<file path="config.mk">
export PLATFORM = sky130hd
export DESIGN_NAME = muldiv_unit
export DESIGN_NICKNAME = d
export VERILOG_FILES = /design/src/rtl/muldiv_unit.sv
export SDC_FILE = /design/constraint.sdc
export NUM_CORES = 1
export LEC_CHECK = 0
export CELL_PAD_IN_SITES_DETAIL_PLACEMENT = 2
export CELL_PAD_IN_SITES_GLOBAL_PLACEMENT = 2
export CORE_MARGIN = 4
export CORE_UTILIZATION = 37
export DETAILED_ROUTE_END_ITERATION = 12
export GPL_TIMING_DRIVEN = 0
export PLACE_DENSITY_LB_ADDON = 0.1
export SLEW_MARGIN = 20
export SYNTH_ARGS = -nofsm -noshare
export SYNTH_HDL_FRONTEND = slang
export SYNTH_SLANG_ARGS = --single-unit
</file>
<file path="constraint.sdc">
create_clock -name clk -period 12.5 [get_ports clk]
set_input_delay 2.5 -clock clk [delete_from_list [all_inputs] [get_ports clk]]
set_output_delay 2.5 -clock clk [all_outputs]
set_load 0.03 [all_outputs]
</file>
<file path="src/rtl/muldiv_unit.sv">
// Iterative radix-2 MIPS multiply/divide unit with HI/LO result registers.
// 32 shift-add or restoring-subtract steps on operand magnitudes, then one sign-fix cycle.
module muldiv_unit #(
  parameter int ITERS = 32
) (
  input  logic        clk,
  input  logic        reset,
  input  logic        start,
  input  logic [1:0]  op,
  input  logic [31:0] rs_data,
  input  logic [31:0] rt_data,
  input  logic        hi_we,
  input  logic        lo_we,
  output logic        busy,
  output logic        done,
  output logic [31:0] hi,
  output logic [31:0] lo
);
  typedef enum logic [1:0] {IDLE, RUN, FIX} state_t;

  state_t      state_q, state_d;
  logic [4:0]  count_q, count_d;
  logic [1:0]  op_q, op_d;
  logic        sq_q, sq_d, sr_q, sr_d;
  logic [31:0] a_q, a_d;        // DIV: dividend shifting out, quotient shifting in
  logic [31:0] b_q, b_d;        // MUL: multiplier shifting right; DIV: divisor
  logic [63:0] mcand_q, mcand_d;
  logic [63:0] acc_q, acc_d;    // MUL: product; DIV: remainder in [32:0]
  logic [31:0] hi_q, hi_d, lo_q, lo_d;
  logic        done_q, done_d;

  logic        sa, sb;
  logic [31:0] mag_a, mag_b;
  logic [33:0] diff;

  // op[0]=0 selects the signed forms; the magnitude of 80000000 is itself as unsigned
  assign sa    = ~op[0] & rs_data[31];
  assign sb    = ~op[0] & rt_data[31];
  assign mag_a = sa ? -rs_data : rs_data;
  assign mag_b = sb ? -rt_data : rt_data;
  assign diff  = {1'b0, acc_q[31:0], a_q[31]} - {2'b00, b_q};

  always_comb begin
    state_d = state_q;
    count_d = count_q;
    op_d    = op_q;
    sq_d    = sq_q;
    sr_d    = sr_q;
    a_d     = a_q;
    b_d     = b_q;
    mcand_d = mcand_q;
    acc_d   = acc_q;
    hi_d    = hi_q;
    lo_d    = lo_q;
    done_d  = 1'b0;
    case (state_q)
      IDLE: begin
        if (start) begin
          op_d    = op;
          sq_d    = sa ^ sb;
          sr_d    = sa;
          // Divide by zero: quotient stays all-ones; negating |rs| restores the raw rs in HI
          if (op[1] && rt_data == 32'd0) sq_d = 1'b0;
          a_d     = mag_a;
          b_d     = mag_b;
          mcand_d = {32'd0, mag_a};
          acc_d   = 64'd0;
          count_d = 5'd0;
          state_d = RUN;
        end else begin
          if (hi_we) hi_d = rs_data;
          if (lo_we) lo_d = rs_data;
        end
      end
      RUN: begin
        if (op_q[1]) begin
          if (!diff[33]) acc_d = {31'd0, diff[32:0]};
          else           acc_d = {31'd0, acc_q[31:0], a_q[31]};
          a_d = {a_q[30:0], ~diff[33]};
        end else begin
          if (b_q[0]) acc_d = acc_q + mcand_q;
          mcand_d = mcand_q << 1;
          b_d     = b_q >> 1;
        end
        count_d = count_q + 5'd1;
        if (count_q == 5'(ITERS - 1)) state_d = FIX;
      end
      FIX: begin
        if (op_q[1]) begin
          lo_d = sq_q ? -a_q : a_q;
          hi_d = sr_q ? -acc_q[31:0] : acc_q[31:0];
        end else begin
          {hi_d, lo_d} = sq_q ? -acc_q : acc_q;
        end
        done_d  = 1'b1;
        state_d = IDLE;
      end
      default: state_d = IDLE;
    endcase
  end

  always_ff @(posedge clk or posedge reset) begin
    if (reset) begin
      state_q <= IDLE;
      count_q <= 5'd0;
      op_q    <= 2'd0;
      sq_q    <= 1'b0;
      sr_q    <= 1'b0;
      a_q     <= 32'd0;
      b_q     <= 32'd0;
      mcand_q <= 64'd0;
      acc_q   <= 64'd0;
      hi_q    <= 32'd0;
      lo_q    <= 32'd0;
      done_q  <= 1'b0;
    end else begin
      state_q <= state_d;
      count_q <= count_d;
      op_q    <= op_d;
      sq_q    <= sq_d;
      sr_q    <= sr_d;
      a_q     <= a_d;
      b_q     <= b_d;
      mcand_q <= mcand_d;
      acc_q   <= acc_d;
      hi_q    <= hi_d;
      lo_q    <= lo_d;
      done_q  <= done_d;
    end
  end

  assign busy = (state_q != IDLE);
  assign done = done_q;
  assign hi   = hi_q;
  assign lo   = lo_q;
endmodule

</file>
# Word-level counts from Yosys, hierarchy flattened
# Cells that the tools add are included.
dict set report classes {
  n_bitwise 5
  n_eq_ne 11
  muxes 34
  n_reduce_logical 14
  add_sub_neg 8
}
# cell n
set ops {}
lappend ops {{$mux W32} 14}
lappend ops {{$mux W64} 6}
lappend ops {{$pmux W32 S2} 4}
lappend ops {{$pmux W64 S2} 2}
lappend ops {{$neg A32 Y32} 4}
lappend ops {{$add A64 B64 Y64} 1}
lappend ops {{$neg A64 Y64} 1}
lappend ops {{$sub A33 B32 Y34} 1}
lappend ops {{$mux W33} 1}
lappend ops {{$logic_not A32 Y1} 1}
lappend ops {{$reduce_and A3 Y1} 5}
lappend ops {{$ne A2 B2 Y1 const B} 7}
lappend ops {{$pmux W5 S2} 1}
lappend ops {{$reduce_and A2 Y1} 3}
lappend ops {{$reduce_bool A2 Y1} 3}
lappend ops {{$add A5 B1 Y5 const B} 1}
lappend ops {{$eq A5 B5 Y1 const B} 1}
lappend ops {{$mux W5} 1}
lappend ops {{$mux W2} 2}
lappend ops {{$pmux W2 S2} 1}
lappend ops {{$ne A3 B3 Y1 const B} 1}
lappend ops {{$and A1 B1 Y1} 2}
lappend ops {{$eq A2 B1 Y1 const B} 1}
lappend ops {{$eq A2 B2 Y1 const B} 1}
lappend ops {{5 further kinds} 7}
dict set report totals {
  inputBits 71
  elab_cells 84
  reg_bits 268
  out_inout_bits 66
}

# Depth between registers and ports, before layout
# Gate-level depths: netlist of the first run.
dict set report logic_depth {
  word_depth 5
  mapped_depth 16
  depth_no_buf 14
}

# Worst setup path after synthesis of the first run
# No wires, ideal clock.
dict set report synth_timing {
  kind {input -> register}
  startpoint {input rt_data[12]}
  endpoint {register b_q[30]}
  cell_stages 10
  required_ns 12.365
  slack_ns 7.470
  setup_time_ns 0.135
  n_path_buf 0
  t_arrival_ns 4.895
  path_cell_list {or4_1 > or3_1 > or3_1 > nor4_1 > and3_1 > a21oi_1 > xnor2_1 > nor2_1 > a21oi_1 > o21ai_0}
}
dict set report synth_via {
  elab_chain_cells 4
}
# element line
set synth_rtl {}
lappend synth_rtl {{start, declared} 11} ;# input logic [31:0] rt_data,
lappend synth_rtl {{$neg A32 Y32} 40} ;# assign mag_b = sb ? -rt_data : rt_data;
lappend synth_rtl {{$mux W32} 40}
lappend synth_rtl {{$mux W32} 58} ;# if (start) begin
lappend synth_rtl {{$pmux W32 S2} 56} ;# case (state_q)
lappend synth_rtl {{end signal, assigned} 110} ;# b_q <= 32'd0;
lappend synth_rtl {{end signal, assigned} 123} ;# b_q <= b_d;
lappend synth_rtl {{end, declared} 26} ;# logic [31:0] b_q, b_d;
# Every way passes these cells. The select of a mux whose other input is x is not followed.
# A chain may end at the register's enable or synchronous reset.

# Worst setup path after layout of the first run
dict set report layout_timing {
  startpoint {input start}
  endpoint {register b_q[29]}
}
dict set report layout_via {
  elab_chain_cells 2
}
# element line
set layout_rtl {}
lappend layout_rtl {{start, declared} 8} ;# input logic start,
lappend layout_rtl {{$ne A2 B2 Y1 (no source line)} n/a}
lappend layout_rtl {{$reduce_and A3 Y1 (no source line)} n/a}
# Every way passes these cells.

==> results.json, run 1 <==
{
  "peakVddDrop_v": 0.000111,
  "p_seq_share_pct": 21.0,
  "finalHoldViolCount": 0,
  "synth_cell_type_count": 79,
  "cts_tree": "done",
  "cts-root-buf": "clkbuf_16",
  "cts.sink_count": 267,
  "drive_above_1_share_pct": 3.36,
  "dp_cells": 3522,
  "hpwl_mm": 78.7,
  "worst_pin_slew_ns": 1.13,
  "first_iter_violations": 1372,
  "drc": 0,
  "clk_latency_ns": 0.56,
  "finalCritPeriodShare_pct": 48.3,
  "final_area_mm2": 0.0246,
  "worstPathRequired_ns": 12.89,
  "r2r_cells": 13,
  "die_w_um": 246,
  "endpoint_kind": "flop",
  "synth_area_per_cell_um2": 8.00,
  "final_antenna_net_count": 0,
  "antenna_found_initial": 4,
  "grt-ovfl-total": 0,
  "crit_arrival_ns": 6.42,
  "io_buffer_count": 136,
  "grt_pass1_vias": 23000,
  "num_rows": 87,
  "status": "completed",
  "firstDrtPassIters": 5,
  "r2r-start": "acc_q[24]",
  "slew_viol_final": 0,
  "cts_buffers": 37,
  "grt_setup_unrepaired": "false",
  "p_sw_share_pct": 54.2,
  "fin_cells": 3589,
  "intPower_mw": 3.81,
  "grtUsageTotal_pct": 32.0,
  "gp_congestion": 0.928,
  "fin_util_pct": 43.8,
  "avgRoutedWirePerCell_um": 27.4,
  "reg2reg_to": "acc_q[63]",
  "p_leak_nw": 9.87,
  "fin_ws_ns": 6.47,
  "grt_max_degree": 98,
  "hold_buffers": 0,
  "syn_inst": 2626,
  "die_height_um": 246,
  "p_comb_share_pct": 65.5,
  "start_kind": "input port",
  "hold_class": "flop to flop",
  "layout_min_cycle_time_ns": 6.03,
  "holdPathStages": 2,
  "clkTransAtPathRegs_ns": 0.06,
  "nets": 2979,
  "wl_mm": 98.3,
  "pre_cts_slack_ns": 5.85,
  "max_freq_mhz": 166,
  "core-area_mm2": 0.0563,
  "setup_viol": 0,
  "worst_clock_skew_ns": 0.0175,
  "grt_pass1_wl_mm": 148,
  "h-tree-depth": 2,
  "maxCapViolations": 0,
  "switching_power_mw": 4.51,
  "power.density_mw_per_mm2": 338,
  "hold_slack_ns": 0.513,
  "cts_setup_buffers": 0,
  "min_from": "b_q[13]",
  "synth-main-ff-cell": "dfrtp_1",
  "ios": 137,
  "path_max_fanout": 10,
  "die-area_mm2": 0.0606,
  "vias_per_cell": 5.98,
  "start_util_pct": 37.3,
  "fin_setup_tns_ns": 0,
  "vias": 21500,
  "seq_area_frac_synth_pct": 31.8,
  "total_power_mw": 8.32,
  "max_slew_margin_pct": 24.3,
  "synth_seq_cells": 267,
  "cts-resized-gates": 0,
  "regToRegSetupSlack_ns": 7.72,
  "pwr-share-clk_pct": 13.5,
  "hold_end": "b_q[13]",
  "synth_area_mm2": 0.0210,
  "areaGrowthSynthToFinish_pct": 17.3,
  "place_area_mm2": 0.0234,
  "synthesis.nets": 2800,
  "synth-edff-count": 0,
  "ys.warnings.count": 0,
  "clockBufferDepth": 3,
  "synthArstFlopShare_pct": 100,
  "fill_cells": 6413,
  "startpoint": "start",
  "path_class": "input port to flop"
}
-- critical path, cell delays in order --
cell and delay, ns:
clkdlybuf4s50_1 0.46, and2_1 0.16, clkbuf_1 0.34, nor2_1 0.55
clkbuf_1 0.81, clkbuf_1 0.68, buf_1 0.70, o221ai_1 0.19
-- synth_stat cells (6+ instances only) --
library cell / number / area (um2)
a211oi_1: 7 / 52.6
a21o_1: 54 / 405
a21oi_1: 216 / 1080
a22o_1: 34 / 298
a22oi_1: 16 / 120
a31oi_1: 12 / 75.1
and2_1: 11 / 68.8
and3_1: 20 / 125
buf_1: 23 / 86.3
clkbuf_1: 150 / 563
dfrtp_1: 267 / 6680
ha_1: 101 / 1260
inv_1: 80 / 300
mux2i_1: 85 / 851
nand2_1: 369 / 1390
nand2b_1: 23 / 144
nand3_1: 35 / 175
nand4_1: 21 / 131
nor2_1: 102 / 383
nor2b_1: 21 / 131
nor3_1: 38 / 190
nor4_1: 9 / 56.3
o211ai_1: 61 / 458
o21a_1: 16 / 120
o21ai_0: 400 / 2000
o21ai_1: 6 / 30.0
o21bai_1: 18 / 135
o221ai_1: 8 / 70.1
o31ai_1: 36 / 270
o41ai_1: 8 / 70.1
or3_1: 37 / 231
or4_1: 18 / 135
xnor2_1: 136 / 1190
xor2_1: 106 / 928
-- layout make-up --
cell class / instances / area, um2 / area share [%]
Tap cell: 756 / 946 / 3.84
Inverter: 80 / 308 / 1.25
Clock inverter: 13 / 198 / 0.802
Multi-Input combinational cell: 2097 / 13300 / 54.0
Clock buffer: 50 / 1030 / 4.20
Sequential cell: 267 / 6680 / 27.1
Buffer: 182 / 716 / 2.90
Antenna cell: 4 / 10.0 / 0.0406
Timing Repair Buffer: 140 / 1430 / 5.82
-- placed cells by master, fill, tap and decap left out, types with 85 or more instances in the layout --
master / n
o21ai_0: 400
nand2_1: 369
dfrtp_1: 267
a21oi_1: 216
clkbuf_1: 157
xnor2_1: 136
clkdlybuf4s50_1: 136
xor2_1: 106
nor2_1: 102
ha_1: 101
mux2i_1: 85
-- logic make-up after synthesis --
family | after synthesis | synth area share (%)
and+or+nand+nor | 730 | 16.2
AOI/OAI and AO/OA | 933 | 26.5
muxes | 89 | 4.32
DFF | 267 | 31.8
xor gates and xnor gates | 242 | 10.1
buffers and inverters | 262 | 4.84
adders and majority gates | 103 | 6.21
-- power groups by stage --
stage | clock (mW) | sequential (mW) | combinational, mW
floorplan | 0 | 1.75 | 3.33
global placement | 0 | 1.71 | 5.12
detailed placement | 0 | 1.74 | 5.36
CTS | 1.14 | 1.73 | 5.42
global route | 1.18 | 1.80 | 5.94
finish | 1.12 | 1.75 | 5.45
-- how the worst max path moves through the flow --
stage | end | slack [ns] | cells past startpoint
2_1_floorplan | a_q[0] | 2.65 | 1
3_3_place_gp | b_q[27] | -1.12 | 2
3_5_place_dp | b_q[29] | 5.85 | 8
4_1_cts | b_q[29] | 6.43 | 8
5_1_grt | mcand_q[4] | 6.36 | 9
6_report | b_q[29] | 6.47 | 8
-- per-layer routing --
metal	routed length, um	track usage [%]	vias to the layer above
met5	13	0	-
met4	3470	10.2	2
met3	4320	3.55	137
met2	46800	55.1	530
met1	43600	42.1	11000
li1	-	-	9759
-- state kept, by name, summed over array words and instances, names as in the netlist --
signal	count
op_q	1
done	1
lo	32
mcand_q	64
a_q	32
b_q	32
sr_q	1
hi	32
acc_q	64
count_q	5
state_q	2
sq_q	1
Power figures use the tool's default switching activity.
==> run 2, diff against run 1 <==
clock period = 6.3 ns   (was 12.5 ns; I/O delays follow)
==> run 2 against run 1 <==
Compared with the run above: clock skew grew 0.0026 ns; global-route usage hardly changed; sequential share of layout area shrank 0.12 points; combinational power is 98% higher; power is 98% higher; setup slack worse by 5.0 ns; flip-flop and latch count did not move; cell count increased by 0.25%; utilization rose by 0.20 points; design area grew 0.45%; critical path type is now flop to flop; largest power group unchanged; highest routed layer unchanged.
==> results.json, run 2 (synthesis gave the netlist of run 1 again) <==
{
  "antenna_found_initial": 5,
  "wl_met2_mm": 47.0,
  "switching_power_mw": 8.94,
  "avgRoutedWirePerCell_um": 27.4,
  "pwr-share-clk_pct": 13.3,
  "cts_setup_buffers": 0,
  "core-area_mm2": 0.0563,
  "grt-ovfl-total": 0,
  "io_buffer_count": 136,
  "fin_ws_ns": 1.45,
  "startpoint": "acc_q[13]",
  "crit_arrival_ns": 5.34,
  "pre_cts_slack_ns": 0.922,
  "grt_max_degree": 35,
  "hpwl_mm": 79.7,
  "r2r-start": "acc_q[13]",
  "setup_viol": 0,
  "slew_viol_final": 0,
  "p_seq_share_pct": 21.1,
  "route.met3.wl_mm": 4.07,
  "hold_buffers": 0,
  "worst_clock_skew_ns": 0.0201,
  "cts_tree": "done",
  "grt_pass1_wl_mm": 148,
  "p_leak_nw": 9.94,
  "maxCapViolations": 0,
  "cts-root-buf": "clkbuf_16",
  "die-area_mm2": 0.0606,
  "drt-met1-wl_mm": 44.4,
  "power.density_mw_per_mm2": 664,
  "drive_above_1_share_pct": 3.73,
  "vias": 21600,
  "path_class": "flop to flop",
  "areaGrowthSynthToFinish_pct": 17.9,
  "layout_min_cycle_time_ns": 4.85,
  "fill_cells": 6352,
  "dp_cells": 3529,
  "crit_chain": "ha_1, clkbuf_1, nand4_1, nor4_1, a311oi_1, nand4_1, nand2_1, o21ai_0, o22ai_1, o311ai_0, xnor2_1, a21oi_1, o22ai_1",
  "final_antenna_net_count": 0,
  "firstDrtPassIters": 5,
  "wl_mm": 98.7,
  "intPower_mw": 7.50,
  "mostFrequentLayoutCells": "400 x o21ai_0, 369 x nand2_1, 267 x dfrtp_1, 216 x a21oi_1, 158 x clkbuf_1",
  "die_height_um": 246,
  "clkTransAtPathRegs_ns": 0.06,
  "drc": 0,
  "finalCritPeriodShare_pct": 77.0,
  "grt_pass1_vias": 23200,
  "max_stage_delay_ns": 0.67,
  "start_util_pct": 37.3,
  "ios": 137,
  "max_slew_margin_pct": 21.6,
  "fin_cells": 3598,
  "vias_per_cell": 5.99,
  "clockBufferDepth": 3,
  "nets": 2986,
  "finalHoldViolCount": 0,
  "p_comb_share_pct": 65.6,
  "path_max_fanout": 8,
  "start_kind": "flop",
  "reg_top3": "acc_q (64), mcand_q (64)",
  "cts_buffers": 37,
  "endpoint_kind": "flop",
  "critPathSlowestCell": "o21ai_0",
  "cts.sink_count": 267,
  "p_sw_share_pct": 54.4,
  "worstPathRequired_ns": 6.79,
  "min_from": "b_q[14]",
  "h-tree-depth": 2,
  "fin_setup_tns_ns": 0,
  "path_delay_family": "compound AO/OA/AOI/OAI gates",
  "worst_pin_slew_ns": 1.17,
  "num_rows": 87,
  "grtUsageTotal_pct": 31.9,
  "max_freq_mhz": 206,
  "cts-resized-gates": 0,
  "gp_congestion": 0.940,
  "peakVddDrop_v": 0.000197,
  "final_common_cell": "o21ai_0",
  "hold_slack_ns": 0.516,
  "highest_layer": "met5",
  "worst-path-buf-inv": 1,
  "grt_setup_unrepaired": "false",
  "hold_class": "flop to flop",
  "fin_util_pct": 44.0,
  "status": "completed",
  "first_iter_violations": 1441,
  "clk_latency_ns": 0.58,
  "die_w_um": 246
}
run 2: changes by cell type in the layout (fill, tap and decap cells not counted), moves of 2 or more:
cell | previous run | this run
buf_12 | 0 | 8
clkinv_2 | 5 | 10
bufinv_16 | 5 | 2
diode_2 | 4 | 1
clkbuf_16 | 37 | 39
run 2: metrics by stage:
stage | instance area, um2 | total power, mW
after floorplan | 21000 | 10.1
after global placement | 23300 | 13.6
after detailed placement | 23500 | 14.1
after CTS | 24700 | 16.4
after global routing | 24800 | 17.6
final | 24800 | 16.4
run 2: path summary, 6_finish.rpt:
path                       slack, ns  cells after the start           to
min in group asynchronous       1.06                      2        hi[1]
hold / removal                  0.52                      2      b_q[14]
setup / recovery                1.45                     13    acc_q[63]
hold reg to reg                 0.52                      2      b_q[14]
max in group asynchronous       4.23                      5  mcand_q[38]
setup reg to reg                1.45                     13    acc_q[63]
run 2: power by group through the flow:
stage / Clock, mW / Combinational, mW / Sequential (mW)
global route: 2.30 / 11.8 / 3.55
CTS: 2.22 / 10.7 / 3.44
global placement: 0 / 10.2 / 3.40
floorplan: 0 / 6.60 / 3.47
finish: 2.19 / 10.8 / 3.46
detailed placement: 0 / 10.6 / 3.46
run 2: cell type report:
cell class | instances | area [um2] | area share (%)
tap | 756 | 946 | 3.82
multi-input combinational | 2097 | 13300 | 53.8
clock inverter | 15 | 134 | 0.541
sequential | 267 | 6680 | 27.0
buffer | 182 | 716 | 2.89
inverter | 80 | 304 | 1.23
clock buffer | 53 | 1090 | 4.40
timing repair buffer | 147 | 1570 | 6.33
antenna | 1 | 2.50 | 0.0101
run 2: tightest hold or removal path, stage by stage (launching register included):
cell	delay, ns
dfrtp_1	0.37
nand2_1	0.05
o21ai_0	0.06
run 2: metal layers:
| metal | GRT usage (%) | up-vias |
|---|---|---|
| met5 | 0 | - |
| met4 | 9.96 | 6 |
| met3 | 3.56 | 139 |
| met2 | 54.9 | 484 |
| met1 | 42.3 | 11200 |
| li1 | - | 9753 |
==> run 3, diff against run 2 <==
clock period = 4.8 ns   (was 6.3 ns; I/O delays follow)
==> run 3 against run 2 <==
Compared with the run above: maximum frequency increased by 3.3%; count of clock-buffer cells in the layout unchanged; cell count hardly changed; worst hold slack hardly changed; die area is the same; flip-flop and latch count unchanged; routed wire length about the same; via count about the same.
==> results.json, run 3 (synthesis gave the netlist of run 1 again) <==
{
  "r2r-start": "acc_q[4]",
  "final_antenna_net_count": 0,
  "first_iter_violations": 1438,
  "fin_util_pct": 44.0,
  "fin_setup_tns_ns": 0,
  "firstDrtPassIters": 5,
  "grt_max_degree": 35,
  "ios": 137,
  "gp_congestion": 0.940,
  "clkTransAtPathRegs_ns": 0.06,
  "path_class": "flop to flop",
  "io_buffer_count": 136,
  "worstPathRequired_ns": 5.22,
  "wl_mm": 98.7,
  "die_height_um": 246,
  "cts.sink_count": 267,
  "drive_above_1_share_pct": 3.84,
  "grtUsageTotal_pct": 31.9,
  "finalHoldViolCount": 0,
  "vias": 21600,
  "peakVddDrop_v": 0.000258,
  "finalCritPeriodShare_pct": 97.8,
  "reg2reg_to": "hi[15]",
  "die_w_um": 246,
  "r2r_cells": 11,
  "core-area_mm2": 0.0563,
  "drc": 0,
  "num_rows": 87,
  "die-area_mm2": 0.0606,
  "endpoint_kind": "flop",
  "nets": 2986,
  "start_util_pct": 37.3,
  "antennaDiodeCount": 0,
  "hold_class": "flop to flop",
  "max_stage_delay_ns": 0.92,
  "fill_cells": 6349,
  "maxCapViolations": 0,
  "worst_pin_slew_ns": 1.13,
  "final_common_cell": "o21ai_0",
  "grt_pass1_wl_mm": 148,
  "hold_buffers": 0,
  "cts-resized-gates": 0,
  "hold_end": "b_q[14]",
  "cts_buffers": 37,
  "antenna_found_initial": 5,
  "fin_cells": 3597,
  "multi_input_area_mm2": 0.0133,
  "slew_viol_final": 0,
  "grt_pass1_vias": 23200,
  "avgRoutedWirePerCell_um": 27.4,
  "grt-ovfl-total": 0,
  "clk_latency_ns": 0.58,
  "hpwl_mm": 79.7,
  "worst_clock_skew_ns": 0.0214,
  "regToRegSetupSlack_ns": 0.10,
  "power.density_mw_per_mm2": 872,
  "cts_setup_buffers": 0,
  "path_max_fanout": 10,
  "p_leak_nw": 9.94,
  "layout_min_cycle_time_ns": 4.70,
  "min_from": "b_q[14]",
  "max_freq_mhz": 213,
  "holdPathStages": 2,
  "clockBufferDepth": 3,
  "areaGrowthSynthToFinish_pct": 17.9,
  "crit_arrival_ns": 5.12,
  "hold_slack_ns": 0.516,
  "h-tree-depth": 2,
  "crit_chain": "clkbuf_1, or3_1, nor3_1, nand3_2, or3_1, or4_1, buf_2, o21ai_0, xnor2_1, o211ai_1, o21ai_0",
  "critPathSlowestCell": "nor3_1",
  "mostFrequentLayoutCells": "399 x o21ai_0, 369 x nand2_1, 265 x dfrtp_1, 216 x a21oi_1, 158 x clkbuf_1",
  "max_slew_margin_pct": 24.1,
  "register_area_mm2": 0.00668,
  "setup_viol": 0,
  "vias_per_cell": 5.99,
  "grt_setup_unrepaired": "false",
  "start_kind": "flop",
  "dp_cells": 3529,
  "cts_tree": "done",
  "status": "completed",
  "cts-root-buf": "clkbuf_16",
  "reg_top3": "acc_q (64), mcand_q (64)"
}
## run 3: changes by cell type in the layout (fill, tap and decap cells not counted)
cell      previous run  this run
dfrtp_1            267       265
dfrtp_2              0         2
diode_2              1         0
o21ai_0            400       399
o21ai_1              6         7
o221ai_1             8         7
o221ai_2             0         1
## run 3: how the worst max path moves through the flow
| stage | from | end | slack, ns | cells after the start |
|---|---|---|---|---|
| detailed placement | start | b_q[29] | -0.28 | 8 |
| CTS | acc_q[24] | acc_q[63] | 0.07 | 13 |
| global placement | reset | acc_q[36] | -1.88 | 2 |
| floorplan | reset | a_q[0] | 0.31 | 1 |
| global route | acc_q[4] | hi[23] | 0.005 | 11 |
| finish | acc_q[4] | hi[15] | 0.10 | 11 |
## run 3: through the flow
stage	setup WS, ns	cell area, um2	power [mW]
6_report	0.104	24800	21.6
5_1_grt	0.00507	24800	23.1
4_1_cts	0.0740	24700	21.5
3_5_place_dp	-0.278	23500	18.5
3_3_place_gp	-1.88	23300	17.8
2_1_floorplan	0.315	21000	13.2
## run 3: where the power goes
group,total (mW),switching [mW],leakage [nW],internal (mW)
registers,4.55,1.26,3.34,3.28
clock network,2.87,1.18,0.605,1.69
logic,14.2,9.29,6.00,4.87
## run 3: per-layer routing
| metal | part of all wire [%] | vias up | global-route usage [%] |
|---|---|---|---|
| met5 | 0.037 | - | 0 |
| met4 | 3.3 | 6 | 9.96 |
| met3 | 3.9 | 141 | 3.56 |
| met2 | 47 | 485 | 54.9 |
| met1 | 45 | 11200 | 42.3 |
| li1 | - | 9756 | - |
## run 3: layout make-up
type	instances	share of cell area (%)
plain buffers	182	2.89
multi-input cells	2097	53.8
flip-flops and latches	267	27.0
repair buffers	147	6.33
well taps	756	3.82
clock buffers	53	4.40
inverters	80	1.23
clock inverters	15	0.541
## run 3: critical path: cells and delay by family (launching register included)
| family | cells | cell delay [ns] |
|---|---|---|
| AOI/OAI and AO/OA | 3 | 0.70 |
| DFF | 1 | 0.41 |
| and+or+nand+nor | 5 | 2.75 |
| xor gates and xnor gates | 1 | 0.18 |
| buffers and inverters | 2 | 0.50 |
